**src/rtl/mem_ctrl_pkg.sv**
```systemverilog
// Shared definitions for the memory arbiter slice.
//   - FSM state encoding used by mem_arbiter
//   - default address/data widths matching the single-port data Memory
//   - requester port identifiers (port 0 = ALU datapath, port 1 = display/IO)
package mem_ctrl_pkg;

  localparam int DEF_ADDR_W = 8;
  localparam int DEF_DATA_W = 32;

  localparam logic PORT0 = 1'b0;
  localparam logic PORT1 = 1'b1;

  typedef enum logic [1:0] {
    ST_IDLE   = 2'd0,
    ST_ACCESS = 2'd1,
    ST_RDWAIT = 2'd2
  } state_t;

endpackage

```
**src/rtl/rr_arbiter2.sv**
```systemverilog
// Two-way round-robin picker.
//   clk, rst_n : clock, asynchronous active-low reset
//   req0/req1  : requests to arbitrate between
//   upd        : a grant was taken this cycle; flip priority away from winner
//   any_req    : at least one request is present
//   win        : winning port id (valid when any_req)
module rr_arbiter2
  import mem_ctrl_pkg::*;
(
  input  logic clk,
  input  logic rst_n,
  input  logic req0,
  input  logic req1,
  input  logic upd,
  output logic any_req,
  output logic win
);

  logic ptr;

  always_comb begin
    any_req = req0 | req1;
    if (req0 && req1) begin
      win = ptr;
    end else if (req1) begin
      win = PORT1;
    end else begin
      win = PORT0;
    end
  end

  // Priority always moves to the port that did not just win.
  always_ff @(posedge clk or negedge rst_n) begin
    if (!rst_n) begin
      ptr <= PORT0;
    end else if (upd && any_req) begin
      ptr <= ~win;
    end
  end

endmodule

```
**src/rtl/mem_arbiter.sv**
```systemverilog
// Shares the single-port data Memory between the ALU datapath (port 0) and
// the display/IO readout (port 1). One access in flight at a time.
//   clk, rst_n        : clock, asynchronous active-low reset
//   reqN/weN/addrN/wdataN : request + command, held until gntN
//   gntN              : command is on the Memory bus this cycle
//   rvalidN/rdataN    : read result for port N (rdataN holds between reads)
//   mem_addr/mem_data/mem_we : to Memory
//   mem_data_out      : from Memory, valid RD_LAT cycles after the address
module mem_arbiter
  import mem_ctrl_pkg::*;
#(
  parameter int ADDR_W = DEF_ADDR_W,
  parameter int DATA_W = DEF_DATA_W,
  parameter int RD_LAT = 1
) (
  input  logic              clk,
  input  logic              rst_n,
  input  logic              req0,
  input  logic              req1,
  input  logic              we0,
  input  logic              we1,
  input  logic [ADDR_W-1:0] addr0,
  input  logic [ADDR_W-1:0] addr1,
  input  logic [DATA_W-1:0] wdata0,
  input  logic [DATA_W-1:0] wdata1,
  output logic              gnt0,
  output logic              gnt1,
  output logic              rvalid0,
  output logic              rvalid1,
  output logic [DATA_W-1:0] rdata0,
  output logic [DATA_W-1:0] rdata1,
  output logic [ADDR_W-1:0] mem_addr,
  output logic [DATA_W-1:0] mem_data,
  output logic              mem_we,
  input  logic [DATA_W-1:0] mem_data_out
);

  localparam int CNT_W = (RD_LAT > 1) ? $clog2(RD_LAT) : 1;

  state_t state, state_nxt;

  logic              any_req;
  logic              win;
  logic              accept;
  logic              cmd_we;
  logic              cmd_id;
  logic [ADDR_W-1:0] cmd_addr;
  logic [DATA_W-1:0] cmd_wdata;
  logic [CNT_W-1:0]  cnt;
  logic              cnt_last;

  assign accept   = (state == ST_IDLE) && any_req;
  assign cnt_last = (cnt == CNT_W'(RD_LAT - 1));

  rr_arbiter2 u_arb (
    .clk     (clk),
    .rst_n   (rst_n),
    .req0    (req0),
    .req1    (req1),
    .upd     (accept),
    .any_req (any_req),
    .win     (win)
  );

  // Command register doubles as the Memory bus drivers: it only loads on
  // accept, so address/data hold their last value outside ACCESS.
  assign mem_addr = cmd_addr;
  assign mem_data = cmd_wdata;

  always_ff @(posedge clk or negedge rst_n) begin
    if (!rst_n) begin
      state <= ST_IDLE;
    end else begin
      state <= state_nxt;
    end
  end

  always_comb begin
    state_nxt = state;
    case (state)
      ST_IDLE:   if (any_req) state_nxt = ST_ACCESS;
      ST_ACCESS: state_nxt = cmd_we ? ST_IDLE : ST_RDWAIT;
      ST_RDWAIT: if (cnt_last) state_nxt = ST_IDLE;
      default:   state_nxt = ST_IDLE;
    endcase
  end

  // mem_we is decoded from state so an async reset kills it immediately.
  always_comb begin
    gnt0   = 1'b0;
    gnt1   = 1'b0;
    mem_we = 1'b0;
    if (state == ST_ACCESS) begin
      gnt0   = (cmd_id == PORT0);
      gnt1   = (cmd_id == PORT1);
      mem_we = cmd_we;
    end
  end

  always_ff @(posedge clk or negedge rst_n) begin
    if (!rst_n) begin
      cmd_we    <= 1'b0;
      cmd_id    <= PORT0;
      cmd_addr  <= '0;
      cmd_wdata <= '0;
    end else if (accept) begin
      cmd_we    <= (win == PORT1) ? we1    : we0;
      cmd_id    <= win;
      cmd_addr  <= (win == PORT1) ? addr1  : addr0;
      cmd_wdata <= (win == PORT1) ? wdata1 : wdata0;
    end
  end

  always_ff @(posedge clk or negedge rst_n) begin
    if (!rst_n) begin
      cnt <= '0;
    end else if (state == ST_ACCESS) begin
      cnt <= '0;
    end else if (state == ST_RDWAIT) begin
      cnt <= cnt + CNT_W'(1);
    end
  end

  // Read return: capture on the last wait cycle, pulse rvalid the cycle after.
  always_ff @(posedge clk or negedge rst_n) begin
    if (!rst_n) begin
      rvalid0 <= 1'b0;
      rvalid1 <= 1'b0;
      rdata0  <= '0;
      rdata1  <= '0;
    end else begin
      rvalid0 <= 1'b0;
      rvalid1 <= 1'b0;
      if ((state == ST_RDWAIT) && cnt_last) begin
        if (cmd_id == PORT0) begin
          rdata0  <= mem_data_out;
          rvalid0 <= 1'b1;
        end else begin
          rdata1  <= mem_data_out;
          rvalid1 <= 1'b1;
        end
      end
    end
  end

endmodule
```
**config.mk**
```make
export PLATFORM = sky130hd
export DESIGN_NAME = mem_arbiter
export DESIGN_NICKNAME = d
export VERILOG_FILES = /design/src/rtl/mem_ctrl_pkg.sv /design/src/rtl/rr_arbiter2.sv /design/src/rtl/mem_arbiter.sv
export SDC_FILE = /design/constraint.sdc
export NUM_CORES = 1
export LEC_CHECK = 0
export CAP_MARGIN = 0
export CELL_PAD_IN_SITES_DETAIL_PLACEMENT = 1
export CELL_PAD_IN_SITES_GLOBAL_PLACEMENT = 2
export CORE_ASPECT_RATIO = 0.9
export CORE_UTILIZATION = 25
export DETAILED_ROUTE_END_ITERATION = 7
export GPL_ROUTABILITY_DRIVEN = 0
export PLACE_DENSITY_LB_ADDON = 0.1
export SYNTH_ARGS = -nofsm -noshare
export SYNTH_HDL_FRONTEND = slang
export SYNTH_HIERARCHICAL = 1
export SYNTH_SLANG_ARGS = --single-unit
```
**constraint.sdc**
```tcl
create_clock -name clk -period 2.28 [get_ports clk]
set_input_delay 0.456 -clock clk [delete_from_list [all_inputs] [get_ports clk]]
set_output_delay 0.456 -clock clk [all_outputs]
set_load 0.01 [all_outputs]
```
# Word-level counts from Yosys, hierarchy flattened

Index checks and enable logic that the tools add are counted.

Eq/ne operators: 4
Reduce and logical (&&, ||, !) cells: 9
Multiplexer cells: 18
Bitwise logic cells: 4
$add $sub $neg: 1

Operators by type and width:

| operator            | count |
|---|---|
| $mux 32             | 1 |
| $mux 1              | 12 |
| $mux 8              | 1 |
| $mux 2              | 3 |
| $pmux 2 s3          | 1 |
| $reduce_and 2->1    | 3 |
| $logic_and 1x1->1   | 4 |
| $ne 2x2->1 const B  | 2 |
| $not 1->1           | 3 |
| $eq 2x1->1 const B  | 1 |
| $eq 2x2->1 const B  | 1 |
| $logic_not 2->1     | 1 |
| $reduce_bool 2->1   | 1 |
| $add 1x1->1 const B | 1 |
| $or 1x1->1          | 1 |

Bits in registers: 112
Logic and storage cells: 47

# Longest topological paths before layout

Depth in word-level cells: 3
Gate-level depth with buffers: 7
Depth with buffers taken out: 5

# Cells and area by module

The synthesis kept the hierarchy.

Modules (own cells, without submodules):

| module      | area each (um^2) | seq. area each (um^2) | cells an instance | times used |
|---|---|---|---|---|
| mem_arbiter | 4578.1           | 2777.7                | 339               | 1 |
| rr_arbiter2 | 53.8             | 25.0                  | 6                 | 1 |

# Worst setup path after synthesis

No wires, ideal clock.

Path kind: register to register
Start point: register state[0]
End point: register rdata0[10]
Clock period less this slack: 1664 ps
Slack: 616 ps
Arrival time: 1539 ps
Stages on the path, launching flop included: 6
Setup time: 125 ps
Data required time: 2155 ps
Path buffers: 1
Cell sequence: dfrtp_1 -> inv_1 -> ha_1 -> nor3b_4 -> buf_6 -> mux2_2

Longest elaborated chain between the ends: 3

Ends and longest elaborated chain:

| element                    | RTL line           | source |
|---|---|---|
| start, declared            | mem_arbiter.sv:40  | `state_t state, state_nxt;` |
| start signal, assigned     | mem_arbiter.sv:74  | `state <= state_nxt;` |
| $eq 2x2->1                 | mem_arbiter.sv:134 | `if ((state == ST_RDWAIT) && cnt_last) begin` |
| $logic_and 1x1->1          | mem_arbiter.sv:134 |  |
| $reduce_and 2->1 (no line) | --                 |  |
| end signal, assigned       | mem_arbiter.sv:136 | `rdata0 <= mem_data_out;` |
| end, declared              | mem_arbiter.sv:30  | `output logic [DATA_W-1:0] rdata0,` |

Every way passes these cells.
A chain may end at the register's enable or synchronous reset.

# Final worst setup path

Start point: register state[1]
End point: output port gnt0

Longest elaborated chain between the ends: 2

Ends and longest elaborated chain:

| element       | RTL line          | source |
|---|---|---|
| $eq 2x1->1    | mem_arbiter.sv:93 | `if (state == ST_ACCESS) begin` |
| $mux 1        | mem_arbiter.sv:93 |  |
| end, declared | mem_arbiter.sv:26 | `output logic gnt0,` |

Every way passes these cells.

==> metrics.cfg <==
[power]
p_per_area_mw_per_mm2=1310
leakagePower_uw=0.00315
vdd.ir_drop.worst_v=0.000392
fin_total_pwr_uw=9890

[die]
fp.coreArea_mm2=0.0179
start_util_pct=25.9
die_area_mm2=0.0191
num_rows=46
dieHeight_um=131
die_w_um=145
ioPinCount=227

[final_layout]
multi_input_area_mm2=0.00171
area_growth_syn_to_layout_pct=63.5
drive_gt1_share_pct=16.1
fillCellCount=1895
final_cell_mix=222 x clkdlybuf4s50_1, 112 x dfrtp_1, 64 x mux2_2
regArea_mm2=0.00280
n_antenna_cell=0
num-nets-final=693
layout_commonest_cell=clkdlybuf4s50_1
stdcell_count=816

[route]
ant_nets=0
viasPerCell=4.31
dr_total_vias=3514
routed_wl_mm=13.4
drt_iter0_drc=49
drt_pass1_iterations=4
wl_per_cell_um=16.5
drc=0

[timing]
finalHoldViolations=0
slew_violations=0
timing.hold.ws_ns=0.487
fin_skew_ns=0.00530
slew_headroom_pct=67.2
worstMarginPinSlew_ns=0.492
fin_setup_tns_ns=0
finalCritPeriodShare_pct=87.2
fin_ws_ns=0.292
period_needed_ns=1.99
finalSetupViolations=0
grt_setup_unrepaired=no
fmax_ghz=0.503

[global_routing]
antenna_found_initial=0
grt_pass1_vias=3842
grt_overflow=0
grt_max_degree=69
grt_use_total_pct=14.6
grt_pass1_wl_mm=21.5

[setup_path]
path_max_fanout=5
start_kind=register
crit_type=register to output port
worst_setup_path_end_kind=output port
arrival_ns=1.53
required_ns=1.82

[synthesis]
ys_warn_count=6
ys_seq_elements=112
synth_seq_area_share_pct=60.5
netlist_area_mm2=0.00463
syn-num-nets=467
synth.distinct_cells=22
netlist_instances=345
avgSynthCellArea_um2=13.4

[clocking]
post_cts_buffers=0
h-tree-depth=3
clockBufferDepth=2
clock_latency_ns=0.35
path_clk_slew_ns=0.07
cts_buffers=9
cts_sinks=112
cts-root-buf=clkbuf_16
cts_tree=done

[placement]
portBuffers=226
hpwl_mm=9.78
place_ws_ns=0.284
placed_cells=799

[status]
status=finished, final reports clean

[run]
max_cap_violations=0

[hold_path]
hp-class=register to register

-- cells by family (layout without fill, tap and decap cells) --
family          Yosys count  count (layout)  synth area share, %
buf+inv                  25             256                 3.00
fa+ha+maj                 4               4                 1.08
compound gates           45              45                 5.00
mux                     109             109                 25.4
flops                   112             112                 60.5
simple gates             50              50                 5.05
-- layer usage --
layer / vias to the layer above / track usage (%) / wire, um
li1: 1645 / - / -
met4: 0 / 2.81 / 91
met5: - / 0 / 0
met1: 1743 / 17.2 / 5530
met3: 5 / 5.63 / 1010
met2: 121 / 25.1 / 6810
-- path summary, 6_finish.rpt --
check	start	end	slack, ns	depth (start not counted)
setup / recovery	state[1]$_DFFE_PN0P_	gnt0	0.29	4
hold / removal	rdata0[4]$_DFFE_PN0P_	rdata0[4]$_DFFE_PN0P_	0.49	1
setup reg to reg	state[0]$_DFFE_PN0P_	rdata1[17]$_DFFE_PN0P_	0.48	5
hold reg to reg	rdata0[4]$_DFFE_PN0P_	rdata0[4]$_DFFE_PN0P_	0.49	1
max in group asynchronous	rst_n	rdata0[24]$_DFFE_PN0P_	1.06	3
min in group asynchronous	rst_n	mem_data[15]$_DFFE_PN0P_	0.54	2
-- registers in the layout, summed over array words and instances, names as in the netlist --
name / flops
mem_data: 32
rdata0: 32
rdata1: 32
mem_addr: 8
state: 2
cmd_id: 1
cmd_we: 1
cnt: 1
rvalid0: 1
rvalid1: 1
u_arb/ptr: 1
-- synthesized netlist by cell type, drive strengths merged --
cell type	n	area [um^2]
and2	3	18.8
a21boi	1	7.51
nor2	42	158
a21oi	42	210
inv	5	18.8
mux2i	42	420
nor3b	1	18.8
a31oi	1	6.26
dfrtp	112	2800
nand3b	1	20.0
ha	4	50.1
buf	18	113
nor2b	1	6.26
nand2b	1	6.26
a22oi	1	7.51
clkbuf	2	7.51
mux2	67	754
or2	1	6.26
-- stage by stage --
stage | util (%) | instance area [um^2]
3_5_place_dp | 40.3 | 7210
4_1_cts | 42.3 | 7570
6_report | 42.3 | 7570
5_1_grt | 42.3 | 7570
2_1_floorplan | - | 4630
3_3_place_gp | 40.3 | 7210
-- timing repair --
action	CTS	global route
endpoints found under the hold margin	18	0
gates resized for setup	4	0
hold buffers	1	0
endpoints found under the setup margin	3	0
-- power by group --
group	total (uW)	switching (uW)	internal (uW)
registers	3510	532	2980
clock network	1870	725	1140
logic	4510	1840	2680
-- critical path, cell delays in order (launching register included) --
cell and delay [ns]:
dfrtp_1 0.38, inv_1 0.13, ha_2 0.24, nor2b_1 0.13
dlygate4sd2_1 0.30
-- cell type report --
type                            count  share of cell area [%]
Sequential cell                   112                    37.0
Timing Repair Buffer              235                    31.5
Multi-Input combinational cell    208                    22.5
Tap cell                          240                    3.97
Clock buffer                       12                    3.39
Clock inverter                      4                    1.31
Inverter                            5                   0.248
Note: power is estimated with default switching activity, not from simulation.
